**src/rtl/umult_simd_seq_pkg.sv**
```systemverilog
// Shared control definitions for the SIMD sequential unsigned multiplier:
// element-width encodings, legal step sizes and the run-length helper.
package umult_simd_seq_pkg;

  typedef enum logic [1:0] {
    WW_8    = 2'b00,
    WW_16   = 2'b01,
    WW_32   = 2'b10,
    WW_RSVD = 2'b11
  } ww_e;

  typedef enum logic [1:0] {
    S_IDLE = 2'b00,
    S_RUN  = 2'b01,
    S_DONE = 2'b10
  } state_e;

  localparam int CHUNK_W = 64;
  localparam int CNT_W   = 6;

  // Multiplier bits retired per cycle may only be 1, 2, 4 or 8.
  localparam int STEP_LEGAL [4] = '{1, 2, 4, 8};

  function automatic bit step_legal(input int sb);
    return (sb == STEP_LEGAL[0]) || (sb == STEP_LEGAL[1]) ||
           (sb == STEP_LEGAL[2]) || (sb == STEP_LEGAL[3]);
  endfunction

  // Number of RUN cycles for a legal width encoding.
  function automatic logic [CNT_W-1:0] run_steps(input logic [1:0] ww, input int sb);
    return CNT_W'((32'd8 << ww) / sb);
  endfunction

endpackage

```
**src/rtl/umult_simd_seq_chunk64.sv**
```systemverilog
// One 64-bit slice of the datapath: shift-add multiply of every lane in
// parallel, lane layout chosen per element width, no carry between lanes.
module umult_chunk64
  import umult_simd_seq_pkg::*;
#(
  parameter int STEP_BITS = 2
) (
  input  logic               clk,
  input  logic               reset,
  input  logic               ld_i,
  input  logic               step_i,
  input  logic               odd_i,
  input  logic [1:0]         ld_ww_i,
  input  logic [1:0]         ww_i,
  input  logic [CHUNK_W-1:0] a_i,
  input  logic [CHUNK_W-1:0] b_i,
  output logic [CHUNK_W-1:0] acc_nxt_o
);

  logic [CHUNK_W-1:0] opa_q, opb_q, acc_q;
  logic [CHUNK_W-1:0] opa_d, opb_d, a_ld_s, b_ld_s;
  logic [2:0][CHUNK_W-1:0] acc_n, opa_n, opb_n, a_ld, b_ld;

  // Each operand sits zero-extended in its own 2W-wide lane field, so the
  // multiplicand can shift left up to W-1 places without leaving the lane.
  for (genvar wi = 0; wi < 3; wi++) begin : g_w
    localparam int W  = 8 << wi;
    localparam int LW = 2 * W;
    for (genvar j = 0; j < CHUNK_W / LW; j++) begin : g_lane
      logic [LW-1:0] a_f, b_f, pp;
      assign a_f = opa_q[j*LW +: LW];
      assign b_f = opb_q[j*LW +: LW];
      always_comb begin
        pp = '0;
        for (int s = 0; s < STEP_BITS; s++)
          if (b_f[s]) pp = pp + (a_f << s);
      end
      assign acc_n[wi][j*LW +: LW] = acc_q[j*LW +: LW] + pp;
      assign opa_n[wi][j*LW +: LW] = a_f << STEP_BITS;
      assign opb_n[wi][j*LW +: LW] = b_f >> STEP_BITS;
      // Even elements occupy the upper half of the lane field, odd the lower.
      assign a_ld[wi][j*LW +: LW] = {{W{1'b0}}, odd_i ? a_i[j*LW +: W] : a_i[j*LW+W +: W]};
      assign b_ld[wi][j*LW +: LW] = {{W{1'b0}}, odd_i ? b_i[j*LW +: W] : b_i[j*LW+W +: W]};
    end
  end

  always_comb begin
    acc_nxt_o = acc_q;
    opa_d     = opa_q;
    opb_d     = opb_q;
    case (ww_i)
      WW_8:    begin acc_nxt_o = acc_n[0]; opa_d = opa_n[0]; opb_d = opb_n[0]; end
      WW_16:   begin acc_nxt_o = acc_n[1]; opa_d = opa_n[1]; opb_d = opb_n[1]; end
      WW_32:   begin acc_nxt_o = acc_n[2]; opa_d = opa_n[2]; opb_d = opb_n[2]; end
      default: ;
    endcase
  end

  always_comb begin
    a_ld_s = '0;
    b_ld_s = '0;
    case (ld_ww_i)
      WW_8:    begin a_ld_s = a_ld[0]; b_ld_s = b_ld[0]; end
      WW_16:   begin a_ld_s = a_ld[1]; b_ld_s = b_ld[1]; end
      WW_32:   begin a_ld_s = a_ld[2]; b_ld_s = b_ld[2]; end
      default: ;
    endcase
  end

  always_ff @(posedge clk or posedge reset) begin
    if (reset) begin
      opa_q <= '0;
      opb_q <= '0;
      acc_q <= '0;
    end else if (ld_i) begin
      opa_q <= a_ld_s;
      opb_q <= b_ld_s;
      acc_q <= '0;
    end else if (step_i) begin
      opa_q <= opa_d;
      opb_q <= opb_d;
      acc_q <= acc_nxt_o;
    end
  end

endmodule

```
**src/rtl/umult_simd_seq.sv**
```systemverilog
// SIMD sequential unsigned multiplier: one FSM and step counter driving
// DATA_W/64 chunk datapaths; results are double-width products per lane.
module umult_simd_seq
  import umult_simd_seq_pkg::*;
#(
  parameter int DATA_W    = 128,
  parameter int STEP_BITS = 2
) (
  input  logic              clk,
  input  logic              reset,
  input  logic              start,
  input  logic [0:1]        ctrl_ww,
  input  logic              ctrl_odd,
  input  logic [0:DATA_W-1] reg_A,
  input  logic [0:DATA_W-1] reg_B,
  output logic              busy,
  output logic              done,
  output logic [0:DATA_W-1] result
);

  localparam int NCHUNK = DATA_W / CHUNK_W;

  state_e            state_q, state_d;
  logic [CNT_W-1:0]  cnt_q, cnt_d;
  logic [1:0]        ww_q, ww_d, ww_in;
  logic [0:DATA_W-1] result_q, result_d, acc_nxt;
  logic              ld, step, last;

  assign ww_in = ctrl_ww;
  assign last  = (cnt_q == run_steps(ww_q, STEP_BITS) - CNT_W'(1));

  for (genvar c = 0; c < NCHUNK; c++) begin : g_chunk
    umult_chunk64 #(.STEP_BITS(STEP_BITS)) u_chunk (
      .clk       (clk),
      .reset     (reset),
      .ld_i      (ld),
      .step_i    (step),
      .odd_i     (ctrl_odd),
      .ld_ww_i   (ww_in),
      .ww_i      (ww_q),
      .a_i       (reg_A[c*CHUNK_W +: CHUNK_W]),
      .b_i       (reg_B[c*CHUNK_W +: CHUNK_W]),
      .acc_nxt_o (acc_nxt[c*CHUNK_W +: CHUNK_W])
    );
  end

  always_comb begin
    state_d  = state_q;
    cnt_d    = cnt_q;
    ww_d     = ww_q;
    result_d = result_q;
    ld       = 1'b0;
    step     = 1'b0;
    case (state_q)
      S_IDLE: begin
        if (start) begin
          ww_d = ww_in;
          if (ww_in == WW_RSVD) begin
            state_d  = S_DONE;
            result_d = '0;
          end else begin
            state_d = S_RUN;
            cnt_d   = '0;
            ld      = 1'b1;
          end
        end
      end
      S_RUN: begin
        step = 1'b1;
        // The final step's sum goes straight into the result register.
        if (last) begin
          state_d  = S_DONE;
          result_d = acc_nxt;
        end else begin
          cnt_d = cnt_q + CNT_W'(1);
        end
      end
      S_DONE: begin
        state_d = S_IDLE;
        cnt_d   = '0;
      end
      default: state_d = S_IDLE;
    endcase
  end

  always_ff @(posedge clk or posedge reset) begin
    if (reset) begin
      state_q  <= S_IDLE;
      cnt_q    <= '0;
      ww_q     <= '0;
      result_q <= '0;
    end else begin
      state_q  <= state_d;
      cnt_q    <= cnt_d;
      ww_q     <= ww_d;
      result_q <= result_d;
    end
  end

  assign busy   = (state_q != S_IDLE);
  assign done   = (state_q == S_DONE);
  assign result = result_q;

endmodule

```
**config.mk**
```make
export PLATFORM = sky130hd
export DESIGN_NAME = umult_simd_seq
export DESIGN_NICKNAME = d
export VERILOG_FILES = /design/src/rtl/umult_simd_seq_pkg.sv /design/src/rtl/umult_simd_seq_chunk64.sv /design/src/rtl/umult_simd_seq.sv
export SDC_FILE = /design/constraint.sdc
export NUM_CORES = 2
export LEC_CHECK = 0
export BUFFER_PORTS_ARGS = -buffer_cell sky130_fd_sc_hd__buf_4
export CAP_MARGIN = 20
export CORE_MARGIN = 2
export CORE_UTILIZATION = 30
export CTS_BUF_LIST = sky130_fd_sc_hd__clkbuf_4
export CTS_CLUSTER_DIAMETER = 50
export CTS_CLUSTER_SIZE = 8
export DETAILED_ROUTE_END_ITERATION = 16
export SETUP_SLACK_MARGIN = 0.2
export SLEW_MARGIN = 40
export SYNTH_ARGS = -nofsm -noshare
export SYNTH_HDL_FRONTEND = slang
export SYNTH_SLANG_ARGS = --single-unit
export TNS_END_PERCENT = 20
```
**constraint.sdc**
```tcl
create_clock -name clk -period 24.2 [get_ports clk]
set_input_delay 4.84 -clock clk [delete_from_list [all_inputs] [get_ports clk]]
set_output_delay 4.84 -clock clk [all_outputs]
set_load 0.01 [all_outputs]
```
Yosys cells after proc, flatten, opt, wreduce, memory -nomap -nowiden
Cells that the tools add are included.
- word-level logic and storage cells: 161
- output and inout bits: 130
- flip-flop bits (word level): 522
- reduce and logical (&&, ||, !) cells: 13
- shift-type cells: 1
- $add $sub $neg: 30
- muxes and demuxes: 94
- eq/ne operators: 13
- operators by type and width (operator ; number):
    $pmux 64 s3 ; 6
    $mux 64 ; 16
    $pmux 56 s3 ; 4
    $mux 128 ; 3
    $mux 16 ; 24
    $mux 32 ; 12
    $add 16x16->16 ; 16
    $add 32x32->32 ; 8
    $add 64x64->64 ; 4
    $pmux 128 s2 ; 1
    $mux 8 ; 16
    $mux 6 ; 3
    $pmux 6 s3 ; 1
    $ne 2x2->1 const B ; 5
    $eq 2x2->1 const B ; 4
    $reduce_and 4->1 ; 2
    $shl 4x2->7 const A ; 1
    $add 6x1->6 const B ; 1
    $eq 2x1->1 const B ; 3
    $eq 6x6->1 ; 1
    $logic_not 2->1 ; 3
    $mux 2 ; 3
    $reduce_and 2->1 ; 3
    $reduce_bool 2->1 ; 3
    other kinds (5) ; 8

Longest topological paths before layout
- depth in word-level cells: 7
- gate-level depth with buffers: 45
- depth with buffers taken out: 34

Hierarchy
From an unflattened synthesis, not the netlist that was laid out.
- cell total of the unflattened synthesis: 7802
- area total of the unflattened synthesis: 58927.8 um^2
- by module, submodules not included (module ; seq. area each (um^2) ; cells an instance ; instances ; area an instance (um^2)):
    umult_chunk64 (g_chunk[1].u_chunk) ; 4604.4 ; 3620 ; 1 ; 26908.3
    umult_chunk64 (g_chunk[0].u_chunk) ; 4604.4 ; 3559 ; 1 ; 26310.2
    umult_simd_seq ; 3453.3 ; 623 ; 1 ; 5709.2

Worst setup path before layout
Ideal clock, no wire load.
- path type: register -> register
- from: register g_chunk[0].u_chunk.opb_q[0]
- to: register g_chunk[0].u_chunk.acc_q[60]
- stages on the path, launching flop included: 46
- path buffers: 12
- period minus slack after synthesis: 8287 ps
- data arrival time: 8164 ps
- data required time: 24077 ps
- slack: 15913 ps
- library setup time: 123 ps
- cell sequence: dfrtp_1 buf_2 buf_4 buf_6 buf_2 buf_2 buf_1 buf_1 buf_1 buf_1 clkbuf_1 nand2_1 inv_1 ha_1 inv_1 fa_1 nor4bb_1 o41ai_2 [10 not listed] xnor2_1 mux2_2 ha_1 clkbuf_1 a21o_1 a21o_1 a21oi_1 nor2b_1 o21a_1 o21ai_0 nand2b_1 a21oi_1 o21a_1 o21ai_0 a221oi_1 o31a_1 nand3_1 o221a_2
- word-level cells in the longest chain between the ends: 7
- ends and longest elaborated chain (item ; RTL line ; source):
    from (decl) ; umult_simd_seq_chunk64.sv:20 ; logic [CHUNK_W-1:0] opa_q, opb_q, acc_q;
    from (signal assigned) ; umult_simd_seq_chunk64.sv:77 ; opb_q <= b_ld_s;
    from (signal assigned) ; umult_simd_seq_chunk64.sv:81 ; opb_q <= opb_d;
    $mux 64 * ; umult_simd_seq_chunk64.sv:36 ; if (b_f[s]) pp = pp + (a_f << s);
    $add 64x64->64 ; umult_simd_seq_chunk64.sv:36 ;
    $mux 64 * ; umult_simd_seq_chunk64.sv:36 ;
    $add 64x64->64 * ; umult_simd_seq_chunk64.sv:38 ; assign acc_n[wi][j*LW +: LW] = acc_q[j*LW +: LW] + pp;
    $pmux 64 s3 * ; umult_simd_seq_chunk64.sv:51 ; case (ww_i)
    $mux 64 * ; umult_simd_seq_chunk64.sv:79 ; end else if (step_i) begin
    $mux 64 * ; umult_simd_seq_chunk64.sv:75 ; end else if (ld_i) begin
    to (signal assigned) ; umult_simd_seq_chunk64.sv:82 ; acc_q <= acc_nxt_o;
    to (decl) ; umult_simd_seq_chunk64.sv:20 ;
Mark *: on every way between the ends. The rest lies on a longest branch, timed or not. The select of a mux whose other input is x is not followed.
A chain may end at the register's enable or synchronous reset.

Final worst setup path
- from: register g_chunk[0].u_chunk.opb_q[0]
- to: register result_q, in the netlist result[1]
- word-level cells in the longest chain between the ends: 7
- ends and longest elaborated chain (item ; RTL line ; source):
    $mux 64 * ; umult_simd_seq_chunk64.sv:36 ;
    $add 64x64->64 ; umult_simd_seq_chunk64.sv:36 ;
    $mux 64 * ; umult_simd_seq_chunk64.sv:36 ;
    $add 64x64->64 * ; umult_simd_seq_chunk64.sv:38 ;
    $pmux 64 s3 * ; umult_simd_seq_chunk64.sv:51 ;
    $mux 128 * ; umult_simd_seq.sv:71 ; if (last) begin
    $pmux 128 s2 * ; umult_simd_seq.sv:54 ; case (state_q)
    to (signal assigned) ; umult_simd_seq.sv:96 ; result_q <= result_d;
    to (decl) ; umult_simd_seq.sv:26 ; logic [0:DATA_W-1] result_q, result_d, acc_nxt;
Marks and branches as above.

==> flow_summary.json <==
{
  "worst_pin_slew_ns": 0.919,
  "fin_tns_setup_ns": 0,
  "cp_num_buf_inv": 2,
  "wire_per_inst_um": 23.6,
  "ys_warn_count": 0,
  "crit_type": "reg2reg",
  "coreArea_mm2": 0.188,
  "worst_slew_margin_rel": 0.388,
  "rsz0062_at_grt": "false",
  "cts.hold.buffers_added": 0,
  "drt-total-wl_mm": 236,
  "ctsResizeCount": 0,
  "synth_nets": 8100,
  "fin_crit_ns": 8.24,
  "port-buffer-count": 391,
  "antenna_found_initial": 12,
  "drv_cap": 0,
  "clkTransAtPathRegs_ns": 0.10,
  "synth_edf_count": 0,
  "async_flop_share": 1.00,
  "grt_pass1_vias": 55147,
  "dieArea_mm2": 0.193,
  "crit_fanout": 40,
  "synth.cell_area_mm2": 0.0567,
  "synthCells": 7372,
  "cp-start-kind": "flip-flop",
  "io_pins": 392,
  "yosysTopAreaCell": "dfrtp_1",
  "clk-insertion-delay-late_ns": 1.10,
  "vias_per_cell": 5.81,
  "die_y_um": 439,
  "syn_avg_cell_area_um2": 7.70,
  "ys.flop_type": "dfrtp_1",
  "htree_levels": 3,
  "cts_tree": "yes",
  "die_x_um": 439,
  "nets": 8167,
  "clock-root-buffer": "clkbuf_4",
  "slowest_delay_ns": 0.71,
  "yosysMostFrequentCell": "nand2_1",
  "cts_made_buffers": 94,
  "synth-seq-cells": 506,
  "grt_max_degree": 124,
  "nFillCells": 19851,
  "synthTopCellsByArea": "dfrtp_1, ha_1, a21oi_1",
  "setup.worst_path.end_class": "flip-flop",
  "required_ns": 25.18,
  "status": "finished, violations left",
  "antenna_left": 0,
  "setup_violations": 0,
  "critical_path_arrival_ns": 9.23,
  "multi_input_comb_area_mm2": 0.0414,
  "clock_sinks": 506,
  "synth_top_area_share": 0.223,
  "drv_slew": 0,
  "drt-pass1-iter-count": 14,
  "hpwl_mm": 178,
  "crit_slowest_cell": "dfrtp_4",
  "vias": 58081,
  "grt_pass1_wl_mm": 351,
  "grt_use_total": 0.235,
  "hold_viol": 0,
  "rows": 159,
  "first_iter_violations": 4857,
  "drc": 8,
  "skew_ns": 0.0920,
  "yosysSeqAreaShare": 0.223,
  "fmaxAchievable_mhz": 121,
  "grt-ovfl-total": 0,
  "cts_setup_buffers": 0,
  "seqCellArea_mm2": 0.0127,
  "violations": "DRC",
  "synth_commonest_cells": "nand2_1, a21oi_1, o21ai_0",
  "clock_path_buffers": 3,
  "layout-drive-gt1-share": 0.122,
  "floorplan.initialDensity": 0.302,
  "period_share": 0.341,
  "area_growth_syn_to_layout_pct": 11.1,
  "hold_class": "reg2reg",
  "ys_types": 113,
  "critPathTopFamily": "compound AO/OA/AOI/OAI gates",
  "place.gp.congestion": 0.954
}
## flip-flops by register name (all words and copies together), names as in the netlist
name	flops
g_chunk.u_chunk.acc_q	128
g_chunk.u_chunk.g_w.g_lane.b_f	112
result	128
cnt_q	6
state_q	2
g_chunk.u_chunk.g_w.g_lane.a_f	128
ww_q	2
## stage by stage
| stage | setup slack (ns) | cells | hold WS, ns | area, um^2 | utilization |
|---|---|---|---|---|---|
| 6_report | 15.96 | 9992 | 0.479 | 63100 | 0.336 |
| 5_1_grt | 15.46 | 9992 | 0.513 | 63100 | 0.336 |
| 4_1_cts | 16.06 | 9989 | 0.481 | 63000 | 0.336 |
| 3_5_place_dp | 15.68 | 9838 | 0.460 | 61700 | 0.328 |
| 3_3_place_gp | 15.27 | 9834 | 0.456 | 61500 | 0.328 |
| 2_1_floorplan | 5.23 | 7372 | 0.444 | 56700 | - |
## metal layers
layer / track usage / vias up / part of all wire
li1: - / 27123 / -
met1: 0.319 / 27982 / 0.44
met2: 0.363 / 2495 / 0.44
met3: 0.0346 / 471 / 0.074
met4: 0.120 / 10 / 0.054
met5: 0 / - / 0.00027
## cells by family (layout without fill, tap and decap cells)
| kind of cell | count (synthesis) | after routing | synth area share |
|---|---|---|---|
| AOI/OAI and AO/OA | 2676 | 2676 | 0.301 |
| xor gates and xnor gates | 458 | 458 | 0.0707 |
| adders and majority gates | 469 | 469 | 0.105 |
| buffers and inverters | 710 | 832 | 0.0493 |
| DFF | 506 | 506 | 0.223 |
| muxes | 380 | 380 | 0.0707 |
| other | 0 | 3 | 0 |
| and+or+nand+nor | 2173 | 2173 | 0.180 |
## layout make-up
cell class / instances / share of cell area
multi-input cells: 6156 / 0.657
flip-flops and latches: 506 / 0.201
repair buffers: 474 / 0.0580
well taps: 2495 / 0.0495
clock buffers: 106 / 0.0126
inverters: 207 / 0.0125
clock inverters: 45 / 0.00928
diodes: 3 / 0.000119
## final timing paths
check | from | endpoint | slack [ns] | depth (start not counted)
max | g_chunk[0].u_chunk.g_w[2].g_lane[0].b_f[0]$_DFFE_PP0P_ | result[1]$_DFFE_PP0P_ | 15.96 | 34
min | g_chunk[1].u_chunk.g_w[2].g_lane[0].b_f[54]$_DFFE_PP0P_ | g_chunk[1].u_chunk.g_w[2].g_lane[0].b_f[54]$_DFFE_PP0P_ | 0.48 | 1
max reg2reg | g_chunk[0].u_chunk.g_w[2].g_lane[0].b_f[0]$_DFFE_PP0P_ | result[1]$_DFFE_PP0P_ | 15.96 | 34
min reg2reg | g_chunk[1].u_chunk.g_w[2].g_lane[0].b_f[54]$_DFFE_PP0P_ | g_chunk[1].u_chunk.g_w[2].g_lane[0].b_f[54]$_DFFE_PP0P_ | 0.48 | 1
max in group asynchronous | reset | g_chunk[0].u_chunk.g_w[2].g_lane[0].a_f[19]$_DFFE_PP0P_ | 18.25 | 4
min in group asynchronous | reset | g_chunk[1].u_chunk.acc_q[41]$_DFFE_PP0P_ | 3.90 | 2
## cell usage in the layout, fill, tap and decap left out, types with 17 or more instances in the layout
master and count:
a211oi_1 76, a21boi_0 23, a21o_1 241, a21oi_1 750
a221oi_1 52, a22o_1 22, a22oi_1 82, a31oi_1 126
and2_1 192, and3_1 39, buf_4 456, clkbuf_4 106
dfrtp_1 498, ha_1 447, inv_1 196, mux2_2 163
mux2i_1 215, nand2_1 846, nand2b_1 84, nand3_1 124
nand4_1 57, nor2_1 461, nor2b_1 118, nor3_1 84
nor3b_1 17, nor4_1 20, o211ai_1 73, o21a_1 127
o21ai_0 556, o21ai_1 42, o21bai_1 70, o221ai_1 58
o22ai_1 92, o31ai_1 56, or2_2 21, or3_1 23
xnor2_1 289, xor2_1 169
Power is left out: the tool's default activity adds up to more than one toggle a clock period on the data nets, which glitch-free logic cannot reach.
